**src/rtl/rps_round_ctrl.sv**
```systemverilog
// rps_round_ctrl
//   Round feeder for the rock/paper/scissors arbitrator. Each player hands in one
//   move over a valid/ready slot. Once both slots hold a legal move the block
//   drives the moves as one-hot r/p/s with a single-cycle go strobe. It then waits
//   for the arbitrator's dut_busy acknowledge before reopening the slots.
//   Player timeouts (forfeit), illegal codes and lost acknowledges are reported
//   as one-cycle pulses. A wrapping counter tracks the rounds issued.
//
// Parameters
//   TIMEOUT   cycles a lone latched move waits for the other player (>=1)
//   ACK_WAIT  cycles spent in ACK waiting for dut_busy (>=1)
//   RW        width of round_cnt
//
// Ports
//   clk, rst                  clock, asynchronous active-low reset
//   mv1/mv1_valid/mv1_ready   player1 move: 01 rock, 10 paper, 11 scissors, 00 illegal
//   mv2/mv2_valid/mv2_ready   player2 move, same encoding
//   r1,p1,s1 / r2,p2,s2       one-hot moves to the arbitrator (FIRE and ACK only)
//   go1, go2                  single-cycle round strobe, always high together
//   dut_busy                  arbitrator acknowledge
//   round_cnt                 rounds issued, wraps
//   forfeit1/2                pulse: that player timed out
//   bad_move1/2               pulse: illegal code 00 was offered
//   ack_err                   pulse: dut_busy did not rise within ACK_WAIT cycles
module rps_round_ctrl #(
  parameter int TIMEOUT  = 16,
  parameter int ACK_WAIT = 4,
  parameter int RW       = 16
) (
  input  logic          clk,
  input  logic          rst,
  input  logic [1:0]    mv1,
  input  logic          mv1_valid,
  output logic          mv1_ready,
  input  logic [1:0]    mv2,
  input  logic          mv2_valid,
  output logic          mv2_ready,
  output logic          r1,
  output logic          p1,
  output logic          s1,
  output logic          r2,
  output logic          p2,
  output logic          s2,
  output logic          go1,
  output logic          go2,
  input  logic          dut_busy,
  output logic [RW-1:0] round_cnt,
  output logic          forfeit1,
  output logic          forfeit2,
  output logic          bad_move1,
  output logic          bad_move2,
  output logic          ack_err
);

  localparam int WW = $clog2(TIMEOUT + 1);
  localparam int AW = $clog2(ACK_WAIT + 1);

  typedef enum logic [1:0] {
    COLLECT = 2'd0,
    FIRE    = 2'd1,
    ACK     = 2'd2
  } state_t;

  state_t        state_r;
  logic [1:0]    slot1_r;
  logic [1:0]    slot2_r;
  logic [WW-1:0] wait_cnt_r;
  logic [AW-1:0] ack_cnt_r;

  logic          acc1_s, acc2_s;
  logic          load1_s, load2_s;
  logic          bad1_s, bad2_s;
  logic          full1_s, full2_s;
  logic          nfull1_s, nfull2_s;
  logic [1:0]    nslot1_s, nslot2_s;

  // Move code to {r,p,s}; the illegal code never reaches a slot but decodes to 0.
  function automatic logic [2:0] to_rps(input logic [1:0] mv);
    logic [2:0] res;
    case (mv)
      2'b01:   res = 3'b100;
      2'b10:   res = 3'b010;
      2'b11:   res = 3'b001;
      default: res = 3'b000;
    endcase
    return res;
  endfunction

  // A slot is empty exactly when it holds 00, because 00 is never loaded.
  assign mv1_ready = (slot1_r == 2'b00) && (state_r == COLLECT);
  assign mv2_ready = (slot2_r == 2'b00) && (state_r == COLLECT);

  // Handshake decode and the slot contents as they will be after this edge.
  always_comb begin
    acc1_s   = mv1_valid & mv1_ready;
    acc2_s   = mv2_valid & mv2_ready;
    load1_s  = acc1_s & (mv1 != 2'b00);
    load2_s  = acc2_s & (mv2 != 2'b00);
    bad1_s   = acc1_s & (mv1 == 2'b00);
    bad2_s   = acc2_s & (mv2 == 2'b00);
    full1_s  = (slot1_r != 2'b00);
    full2_s  = (slot2_r != 2'b00);
    nfull1_s = full1_s | load1_s;
    nfull2_s = full2_s | load2_s;
    if (load1_s) begin
      nslot1_s = mv1;
    end else begin
      nslot1_s = slot1_r;
    end
    if (load2_s) begin
      nslot2_s = mv2;
    end else begin
      nslot2_s = slot2_r;
    end
  end

  // Round FSM with slots, counters and all registered outputs.
  always_ff @(posedge clk or negedge rst) begin
    if (!rst) begin
      state_r    <= COLLECT;
      slot1_r    <= 2'b00;
      slot2_r    <= 2'b00;
      wait_cnt_r <= '0;
      ack_cnt_r  <= '0;
      round_cnt  <= '0;
      {r1, p1, s1} <= 3'b000;
      {r2, p2, s2} <= 3'b000;
      go1        <= 1'b0;
      go2        <= 1'b0;
      forfeit1   <= 1'b0;
      forfeit2   <= 1'b0;
      bad_move1  <= 1'b0;
      bad_move2  <= 1'b0;
      ack_err    <= 1'b0;
    end else begin
      forfeit1  <= 1'b0;
      forfeit2  <= 1'b0;
      ack_err   <= 1'b0;
      // Ready is only high in COLLECT, so illegal offers can only arrive there.
      bad_move1 <= bad1_s;
      bad_move2 <= bad2_s;
      case (state_r)
        COLLECT: begin
          slot1_r <= nslot1_s;
          slot2_r <= nslot2_s;
          if (nfull1_s && nfull2_s) begin
            // A completing arrival wins even on the timeout cycle.
            state_r      <= FIRE;
            wait_cnt_r   <= '0;
            go1          <= 1'b1;
            go2          <= 1'b1;
            {r1, p1, s1} <= to_rps(nslot1_s);
            {r2, p2, s2} <= to_rps(nslot2_s);
          end else if (full1_s ^ full2_s) begin
            if (wait_cnt_r == WW'(TIMEOUT - 1)) begin
              // The player with the empty slot forfeits; drop the lone move.
              forfeit1   <= ~full1_s;
              forfeit2   <= ~full2_s;
              slot1_r    <= 2'b00;
              slot2_r    <= 2'b00;
              wait_cnt_r <= '0;
            end else begin
              wait_cnt_r <= wait_cnt_r + WW'(1);
            end
          end else begin
            // No slot was full before this edge: the wait starts from zero.
            wait_cnt_r <= '0;
          end
        end
        FIRE: begin
          go1       <= 1'b0;
          go2       <= 1'b0;
          round_cnt <= round_cnt + RW'(1);
          ack_cnt_r <= '0;
          state_r   <= ACK;
        end
        ACK: begin
          if (dut_busy || (ack_cnt_r == AW'(ACK_WAIT - 1))) begin
            ack_err      <= ~dut_busy;
            slot1_r      <= 2'b00;
            slot2_r      <= 2'b00;
            {r1, p1, s1} <= 3'b000;
            {r2, p2, s2} <= 3'b000;
            ack_cnt_r    <= '0;
            state_r      <= COLLECT;
          end else begin
            ack_cnt_r <= ack_cnt_r + AW'(1);
          end
        end
        default: begin
          state_r      <= COLLECT;
          slot1_r      <= 2'b00;
          slot2_r      <= 2'b00;
          wait_cnt_r   <= '0;
          ack_cnt_r    <= '0;
          go1          <= 1'b0;
          go2          <= 1'b0;
          {r1, p1, s1} <= 3'b000;
          {r2, p2, s2} <= 3'b000;
        end
      endcase
    end
  end

endmodule

```
**config.mk**
```make
export PLATFORM = sky130hd
export DESIGN_NAME = rps_round_ctrl
export DESIGN_NICKNAME = d
export VERILOG_FILES = /design/src/rtl/rps_round_ctrl.sv
export SDC_FILE = /design/constraint.sdc
export NUM_CORES = 1
export LEC_CHECK = 0
export ABC_AREA = 1
export CAP_MARGIN = 20
export CORE_MARGIN = 3
export CORE_UTILIZATION = 46
export CTS_CLUSTER_DIAMETER = 50
export DETAILED_ROUTE_END_ITERATION = 12
export HOLD_SLACK_MARGIN = 0.1
export PLACE_DENSITY_LB_ADDON = 0.2
export RECOVER_POWER = 100
export SETUP_SLACK_MARGIN = 0.15
export SLEW_MARGIN = 20
export SYNTH_ARGS = -nofsm -noshare
export SYNTH_HDL_FRONTEND = slang
export SYNTH_SLANG_ARGS = --single-unit
```
**constraint.sdc**
```tcl
create_clock -name clk -period 2.15 [get_ports clk]
set_input_delay 0.43 -clock clk [delete_from_list [all_inputs] [get_ports clk]]
set_output_delay 0.43 -clock clk [all_outputs]
set_load 0.01 [all_outputs]
```
### Word level (Yosys, flattened, before mapping)

Index checks and enable logic that the tools add are counted.

| word-level totals | value |
|---|---|
| bits in registers | 42 |
| bits in latches | 0 |
| bits in writable memories | 0 |
| bits in read-only memories | 0 |
| input bits | 9 |
| output and inout bits | 31 |
| logic and storage cells | 111 |
| memories kept | 0 |

| operators by class | value |
|---|---|
| add/subtract/negate cells | 3 |
| multipliers | 0 |
| divide/modulo/power cells | 0 |
| order comparisons | 0 |
| equal/unequal tests | 12 |
| shift operators | 0 |
| mux-type cells | 46 |
| bitwise logic cells | 14 |
| reduce and logical (&&, ||, !) cells | 18 |

Operator list:

| operator | count |
|---|---|
| two-way mux 2 bit | 10 |
| two-way mux 1 bit | 18 |
| one-hot mux 1 bit (3 select lines) | 6 |
| one-hot mux 2 bit (3 select lines) | 3 |
| one-hot mux 3 bit (3 select lines) | 2 |
| adder 16 x 1 -> 16 bit (second input constant) | 1 |
| two-way mux 5 bit | 3 |
| equality test 2 bit (second input constant) | 5 |
| zero test 2 bit | 5 |
| one-hot mux 5 bit (2 select lines) | 1 |
| nonzero test 2 bit | 4 |
| bitwise AND 1 bit | 6 |
| equality test 2 x 1 -> 1 bit (second input constant) | 3 |
| one-hot mux 3 bit (2 select lines) | 1 |
| AND reduction 2 bit | 3 |
| adder 5 x 1 -> 5 bit (second input constant) | 1 |
| equality test 5 x 4 -> 1 bit (second input constant) | 1 |
| NOT 1 bit | 5 |
| adder 3 x 1 -> 3 bit (second input constant) | 1 |
| equality test 3 x 2 -> 1 bit (second input constant) | 1 |
| logical AND 1 bit | 3 |
| two-way mux 3 bit | 1 |
| AND reduction 3 bit | 1 |
| inequality test 2 x 1 -> 1 bit (second input constant) | 1 |
| other kinds (6) | 7 |

### Longest topological paths before layout

Gate-level depths: netlist of the first run.

| logic depth | value |
|---|---|
| depth in word-level cells | 9 |
| depth in mapped cells | 10 |
| depth with buffers taken out | 9 |

### Worst setup path before layout of the first run

Ideal clock, no wire load.

| path | value |
|---|---|
| path kind | register -> output |
| start | reg state_r[0] |
| end | out mv1_ready |
| data arrival time | 1,162 ps |
| required time | 1,720 ps |
| path slack | 558 ps |
| stages on the path, launching flop included | 6 |
| cells stage by stage | dfrtp_1 inv_1 ha_1 buf_4 inv_1 nor2_1 |

| between the ends | value |
|---|---|
| word-level cells in the longest chain between the ends | 2 |

RTL lines:

| element | RTL line | RTL |
|---|---|---|
| start, declared | 64 | `state_t state_r;` |
| start signal, assigned | 120 | `state_r <= COLLECT;` |
| start signal, assigned | 148 | `state_r <= FIRE;` |
| start signal, assigned | 175 | `state_r <= ACK;` |
| zero test 2 bit | 90 | `assign mv1_ready = (slot1_r == 2'b00) && (state_r == COLLECT);` |
| logical AND 1 bit | 90 |  |
| end, declared | 34 | `output logic mv1_ready,` |

No other way between the ends.

### Worst setup path in the final report of the first run

| path | value |
|---|---|
| start | reg round_cnt[3] |
| end | out round_cnt[3] |

RTL lines:

| element | RTL line | RTL |
|---|---|---|
| start, declared | 47 | `output logic [RW-1:0] round_cnt,` |
| start signal, assigned | 173 | `round_cnt <= round_cnt + RW'(1);` |

No word-level cell between the ends.

==> results of run 1 <==
-- layer usage --
metal  wire, µm  track usage  vias up  share of wire
met5          0            0        -              0
met4         24      0.04529        0         0.0054
li1           -            -     1016              -
met3        187      0.03873        2          0.042
met1       2076       0.2170      889           0.47
met2       2140       0.2892       35           0.48
-- power by group through the flow --
stage	clock network, W	registers (W)	logic, W
floorplan	0	0.00115	0.00102
global placement	0	0.00114	0.00150
detailed placement	0	0.00114	0.00151
CTS	0.000784	0.00113	0.00149
global route	0.000814	0.00116	0.00165
finish	0.000763	0.00112	0.00140
-- stage by stage --
stage / utilization / hold slack, ps / cells / total power (W) / setup WS [ps]
6_report: 0.5997 / 376.6 / 408 / 0.003291 / 294.2
5_1_grt: 0.5997 / 470.2 / 408 / 0.003619 / 130.4
4_1_cts: 0.6058 / 215.9 / 408 / 0.003401 / 208.0
3_5_place_dp: 0.5765 / 457.9 / 400 / 0.002648 / 243.0
3_3_place_gp: 0.5765 / 456.6 / 400 / 0.002636 / 254.6
2_1_floorplan: - / 134.4 / 296 / 0.002166 / 557.9
-- how the worst max path moves through the flow --
stage          slack, ps        endpoint  depth (start not counted)                     start
3_5_place_dp         240  r1$_DFFE_PN0P_                         10                    mv2[0]
4_1_cts              210       mv2_ready                          5    state_r[0]$_DFFE_PN0P_
5_1_grt              130  p1$_DFFE_PN0P_                         10    state_r[0]$_DFFE_PN0P_
2_1_floorplan        560       mv1_ready                          5    state_r[0]$_DFFE_PN0P_
6_report             290    round_cnt[3]                          1  round_cnt[3]$_DFFE_PN0N_
3_3_place_gp         250  p2$_DFFE_PN0P_                         10                    mv1[1]
-- final cells by class --
| type | count | share of cell area |
|---|---|---|
| Tap cell | 67 | 0.02921 |
| Inverter | 36 | 0.04708 |
| Clock buffer | 6 | 0.02877 |
| Multi-Input combinational cell | 212 | 0.3697 |
| Clock inverter | 2 | 0.02092 |
| Timing Repair Buffer | 43 | 0.1382 |
| Sequential cell | 42 | 0.3662 |
-- kinds of logic after synthesis --
family | count (synthesis)
XOR/XNOR | 13
AND/OR/NAND/NOR | 186
AO/OA/AOI/OAI | 4
flip-flops | 42
adder cells (fa/ha/maj) | 9
buffers and inverters | 42
-- sequential cells by signal, indices dropped and copies added, names as in the netlist, 2 cells and up --
name,flops
slot2_r,2
wait_cnt_r,5
ack_cnt_r,3
round_cnt,16
slot1_r,2
state_r,2
-- cell usage after synthesis (all sizes together) --
master  number
xor2        11
a21o         1
nand2      105
nor2        34
nor3         7
buf          6
nand4       16
o31ai        1
dfrtp       42
nand3       24
xnor2        2
inv         36
ha           9
o21ai        2
-- what timing repair did --
item                                    in CTS  in global routing
gates resized for setup                      2                  6
gates cloned                                 0                  0
endpoints found under the hold margin        0                  0
hold buffers                                 0                  0
endpoints found under the setup margin       2                  9
==> reports/summary.txt, run 1 <==
Max stage delay on crit path: 650 ps
CTS Buf Count: 5
clk_lat worst skew: 290 ps
most frequent cells in the layout: nand2_1 (102), dfrtp_1 (42), inv_1 (36), nor2_1 (32), dlygate4sd3_1 (29)
most common cell after layout, fill and taps aside: nand2_1
Synth Area in XOR/XNOR: 0.04935
Netlist cell types: 21
critical path class: reg2out
Crit Path Max Fanout: 8
initial antenna violation count: 0
Total Neg Setup Slack: 0 ps
final setup vio count: 0
post-synthesis mux area share: 0
area of the core: 4786 µm²
hold crit path type: in2async
Gate power share: 0.427
multi-input logic area: 1061 µm²
Reg clk slew, reported paths: 80 ps
# Post-CTS Setup Buffers: 0
Die Span Y: 76.82 µm
io pins: 40
unrepaired setup endpoints after global routing: true
DRC Markers: 0
via count: 1,942
vias in the first global route: 1,905
Port Buffer Count: 39
Congestion Overflow GR: 0
switch share: 0.4056
Seq pwr share: 0.341
fin area: 2870 µm²
Seq. cell area: 1051 µm²
Area contributors post-synth: dfrtp_1 (46%), nand2_1 (17%), inv_1 (5.7%)
sequential area share after synthesis: 0.4555
share of layout cells above drive strength 1: 0.04692
DP Area: 2759 µm²
area share of the largest cell type after synthesis: 0.4555
outcome: complete, no violations
Clock Path Buffers: 2
Cells after Synth: 296
Mapped Nets: 314
Int Pwr: 0.001956 W
Critical R2R Capture: r1$_DFFE_PN0P_
DRT Pass-1 Iters: 4
WP data required: 1720 ps
crit path capture type: output port
post-synthesis compound-gate area fraction: 0.01085
switching power: 0.001335 W
LEAKAGE: 1.555 nW
drt wl/cell: 10.85 µm
Die ar.: 5901 µm²
Ys Warns: 0
PD cells: 1147 nW/µm²
drt total wl: 4428 µm
vias per inst: 4.760
final slew viol count: 0
Clk Tree Root Cell: clkbuf_8
post-synth top area cell: dfrtp_1
CP Buf/Inv Count: 1
RR Startpoint: state_r[0]$_DFFE_PN0P_
slew margin rel.: 0.3205
Adder-Cell Fraction of Synth Area: 0.04881
slowest library cell on the worst path: dlygate4sd3_1
crit path cell chain: dlygate4sd3_1
synthesis-stage register bit count: 42
final worst path period share: 0.8632
post-synthesis simple-gate area fraction: 0.3563
Worst Skew: 9.500 ps
Area Growth Syn to Fin: 24.40%
starting DRC count in detailed routing: 72
Filler cells: 444
RePlAce Congestion: 0.8100
antenna-violating nets left: 0
Die Span X: 76.82 µm
Starting Density: 0.4821
first-pass GRT wire length: 8355 µm
Layout Nets: 358
R2R Setup Slk: 390 ps
Hold Vio Cnt, Final: 0
row count: 25
TritonCTS Sinks: 42
H-tree Lvls: 2
Peak VDD IR: 0.7676 mV
Tightest Pin Transition: 1019 ps
reg2reg path depth: 10
Crit path max-delay family: buffers and inverters
Peak Freq: 0.5388 GHz
GRT Total Usage: 0.1700
syn avg cell area: 7.795 µm²
TritonCTS clock tree: done
pin count of the biggest net entering global routing: 43
Crit path arrival time: 1430 ps
Antenna Diode Count: 0
Max-Cap Viols: 0
main combinational cell family by area after synthesis: simple AND/OR/NAND/NOR gates
post-DP HPWL: 3359 µm
CP startpoint kind: flop
clock share of power: 0.232
Mapped Area: 2307 µm²
crit path time final: 1856 ps
Note: power is estimated with default switching activity, not from simulation.
==> run 2, diff against run 1 <==
--- a/config.mk
+++ b/config.mk
@@ -12,7 +12,7 @@
 export CTS_CLUSTER_DIAMETER = 50
 export DETAILED_ROUTE_END_ITERATION = 12
 export HOLD_SLACK_MARGIN = 0.1
-export PLACE_DENSITY_LB_ADDON = 0.2
+export PLACE_DENSITY = 0.72
 export RECOVER_POWER = 100
 export SETUP_SLACK_MARGIN = 0.15
 export SLEW_MARGIN = 20
==> run 2 against run 1 <==
  * Die area unchanged
  * Final cell count rose by 0.25%
  * Combinational power is 4% higher
  * Clock skew grew 2.2 ps
  * Global-route usage decreased by 0.60 points
  * Critical path depth rose by 4
  * Fmax shrank 5.5%
  * Flip-flop and latch count unchanged
  * Sequential share of layout area is 0.52 points higher
  * Critical path type unchanged
  * Critical endpoint is now mv2_ready
  * Highest routed layer unchanged
==> reports/summary.txt, run 2 (synthesized netlist as in run 1, its figures left out) <==
Layout Nets: 359
via count: 1,948
crit path time final: 1964 ps
final slew viol count: 0
Peak VDD IR: 0.6074 mV
crit path capture type: output port
Total Neg Setup Slack: 0 ps
Area Growth Syn to Fin: 22.67%
Clock Path Buffers: 2
pin count of the biggest net entering global routing: 43
Die Span X: 76.82 µm
slowest library cell on the worst path: dfrtp_1
final worst path period share: 0.9136
post-DP HPWL: 3372 µm
slew margin rel.: 0.3006
drt wl/cell: 11.08 µm
clk_lat worst skew: 290 ps
WP data required: 1720 ps
Crit path arrival time: 1530 ps
unrepaired setup endpoints after global routing: false
most flop-heavy register: round_cnt
Die ar.: 5901 µm²
R2R Setup Slk: 280 ps
row count: 25
GRT Total Usage: 0.1640
Antenna Diode Count: 0
cts-stage hold buffer count: 0
most common cell after layout, fill and taps aside: nand2_1
Worst Skew: 11.73 ps
Filler cells: 451
TritonCTS clock tree: done
final setup vio count: 0
outcome: complete, no violations
Port Buffer Count: 39
crit path cell chain: inv_1 > ha_1 > inv_1 > nor2_1 > clkdlybuf4s15_1
Reg clk slew, reported paths: 80 ps
TritonCTS Sinks: 42
critical path class: reg2out
LEAKAGE: 1.540 nW
DRT Pass-1 Iters: 4
Non-Filler Instances: 409
Max stage delay on crit path: 410 ps
io pins: 40
Max-Cap Viols: 0
total power draw: 0.003098 W
starting DRC count in detailed routing: 103
Critical R2R Capture: s2$_DFFE_PN0P_
Congestion Overflow GR: 0
reg2reg path depth: 10
hold crit path type: in2async
Crit Path Max Fanout: 4
PD cells: 1095 nW/µm²
first-pass GRT wire length: 7941 µm
Peak Freq: 0.5091 GHz
RR Startpoint: state_r[0]$_DFFE_PN0P_
drt total wl: 4531 µm
Tightest Pin Transition: 1049 ps
CP startpoint kind: flop
most frequent cells in the layout: nand2_1 (103), dfrtp_1 (42), inv_1 (35), nor2_1 (32), dlygate4sd3_1 (29)
DRC Markers: 0
initial antenna violation count: 0
Largest register FFs: 16
H-tree Lvls: 2
Crit path top cell by count: inv_1
RePlAce Congestion: 0.8178
biggest registers after layout: round_cnt (16), wait_cnt_r (5), ack_cnt_r (3)
Hold Vio Cnt, Final: 0
Starting Density: 0.4821
share of layout cells above drive strength 1: 0.04678
vias per inst: 4.763
Inst Count DP: 400
area of the core: 4786 µm²
CTS Buf Count: 5
vias in the first global route: 1,841
Clk Tree Root Cell: clkbuf_8
Die Span Y: 76.82 µm
antenna-violating nets left: 0
run 2: power by group:
group	total [W]	internal [W]	switching [W]
registers	0.00112	0.000955	0.000165
clock network	0.000526	0.000259	0.000266
logic	0.00145	0.000525	0.000928
total	0.00310	0.00174	0.00136
run 2: cell type report:
| class | instances | area, µm² | area share |
|---|---|---|---|
| clock buffer | 7 | 86.33 | 0.03050 |
| clock inverter | 1 | 5.005 | 0.001768 |
| inverter | 36 | 135.1 | 0.04775 |
| multi-input combinational | 212 | 1059 | 0.3740 |
| sequential | 42 | 1051 | 0.3714 |
| tap | 67 | 83.83 | 0.02962 |
| timing repair buffer | 44 | 410.4 | 0.1450 |
run 2: per-stage QoR:
step / setup slack [ps] / hold slack [ps] / area (µm²) / util
global route: 78.60 / 484.7 / 2830 / 0.5914
floorplan: 557.9 / 134.4 / 2307 / -
detailed placement: 224.6 / 462.5 / 2759 / 0.5765
global placement: 257.7 / 459.5 / 2759 / 0.5765
finish: 185.7 / 394.9 / 2830 / 0.5914
CTS: 163.4 / 212.2 / 2848 / 0.5950
run 2: worst max path at each step:
stage	to	slack, ps	cells after the start	startpoint
detailed placement	s2$_DFFE_PN0P_	220	10	mv1[0]
finish	mv2_ready	190	5	state_r[0]$_DFFE_PN0P_
floorplan	mv1_ready	560	5	state_r[0]$_DFFE_PN0P_
global route	mv2_ready	80	5	state_r[0]$_DFFE_PN0P_
CTS	mv1_ready	160	5	state_r[0]$_DFFE_PN0P_
global placement	p2$_DFFE_PN0P_	260	10	mv1[1]
run 2: metal layers:
metal  global-route usage  up-vias  wire length, µm
met4              0.04891        0               41
met1               0.2042      890             2074
met3              0.02582        4              156
met2               0.2909       34             2259
li1                     -     1020                -
met5                    0        -                0
run 2: worst max-delay path: cells and delay by family, from the launching register on:
| kind | cells | cell delay (ps) |
|---|---|---|
| fa+ha+maj | 1 | 190 |
| buf+inv | 3 | 480 |
| flops | 1 | 410 |
| simple gates | 1 | 150 |
run 2: repair_timing:
| action | in CTS | in global routing |
|---|---|---|
| gates cloned | 0 | 0 |
| gates resized for setup | 2 | 9 |
| buffers inserted | 0 | 1 |
| endpoints found under the setup margin | 2 | 8 |
| pin swaps | 0 | 0 |
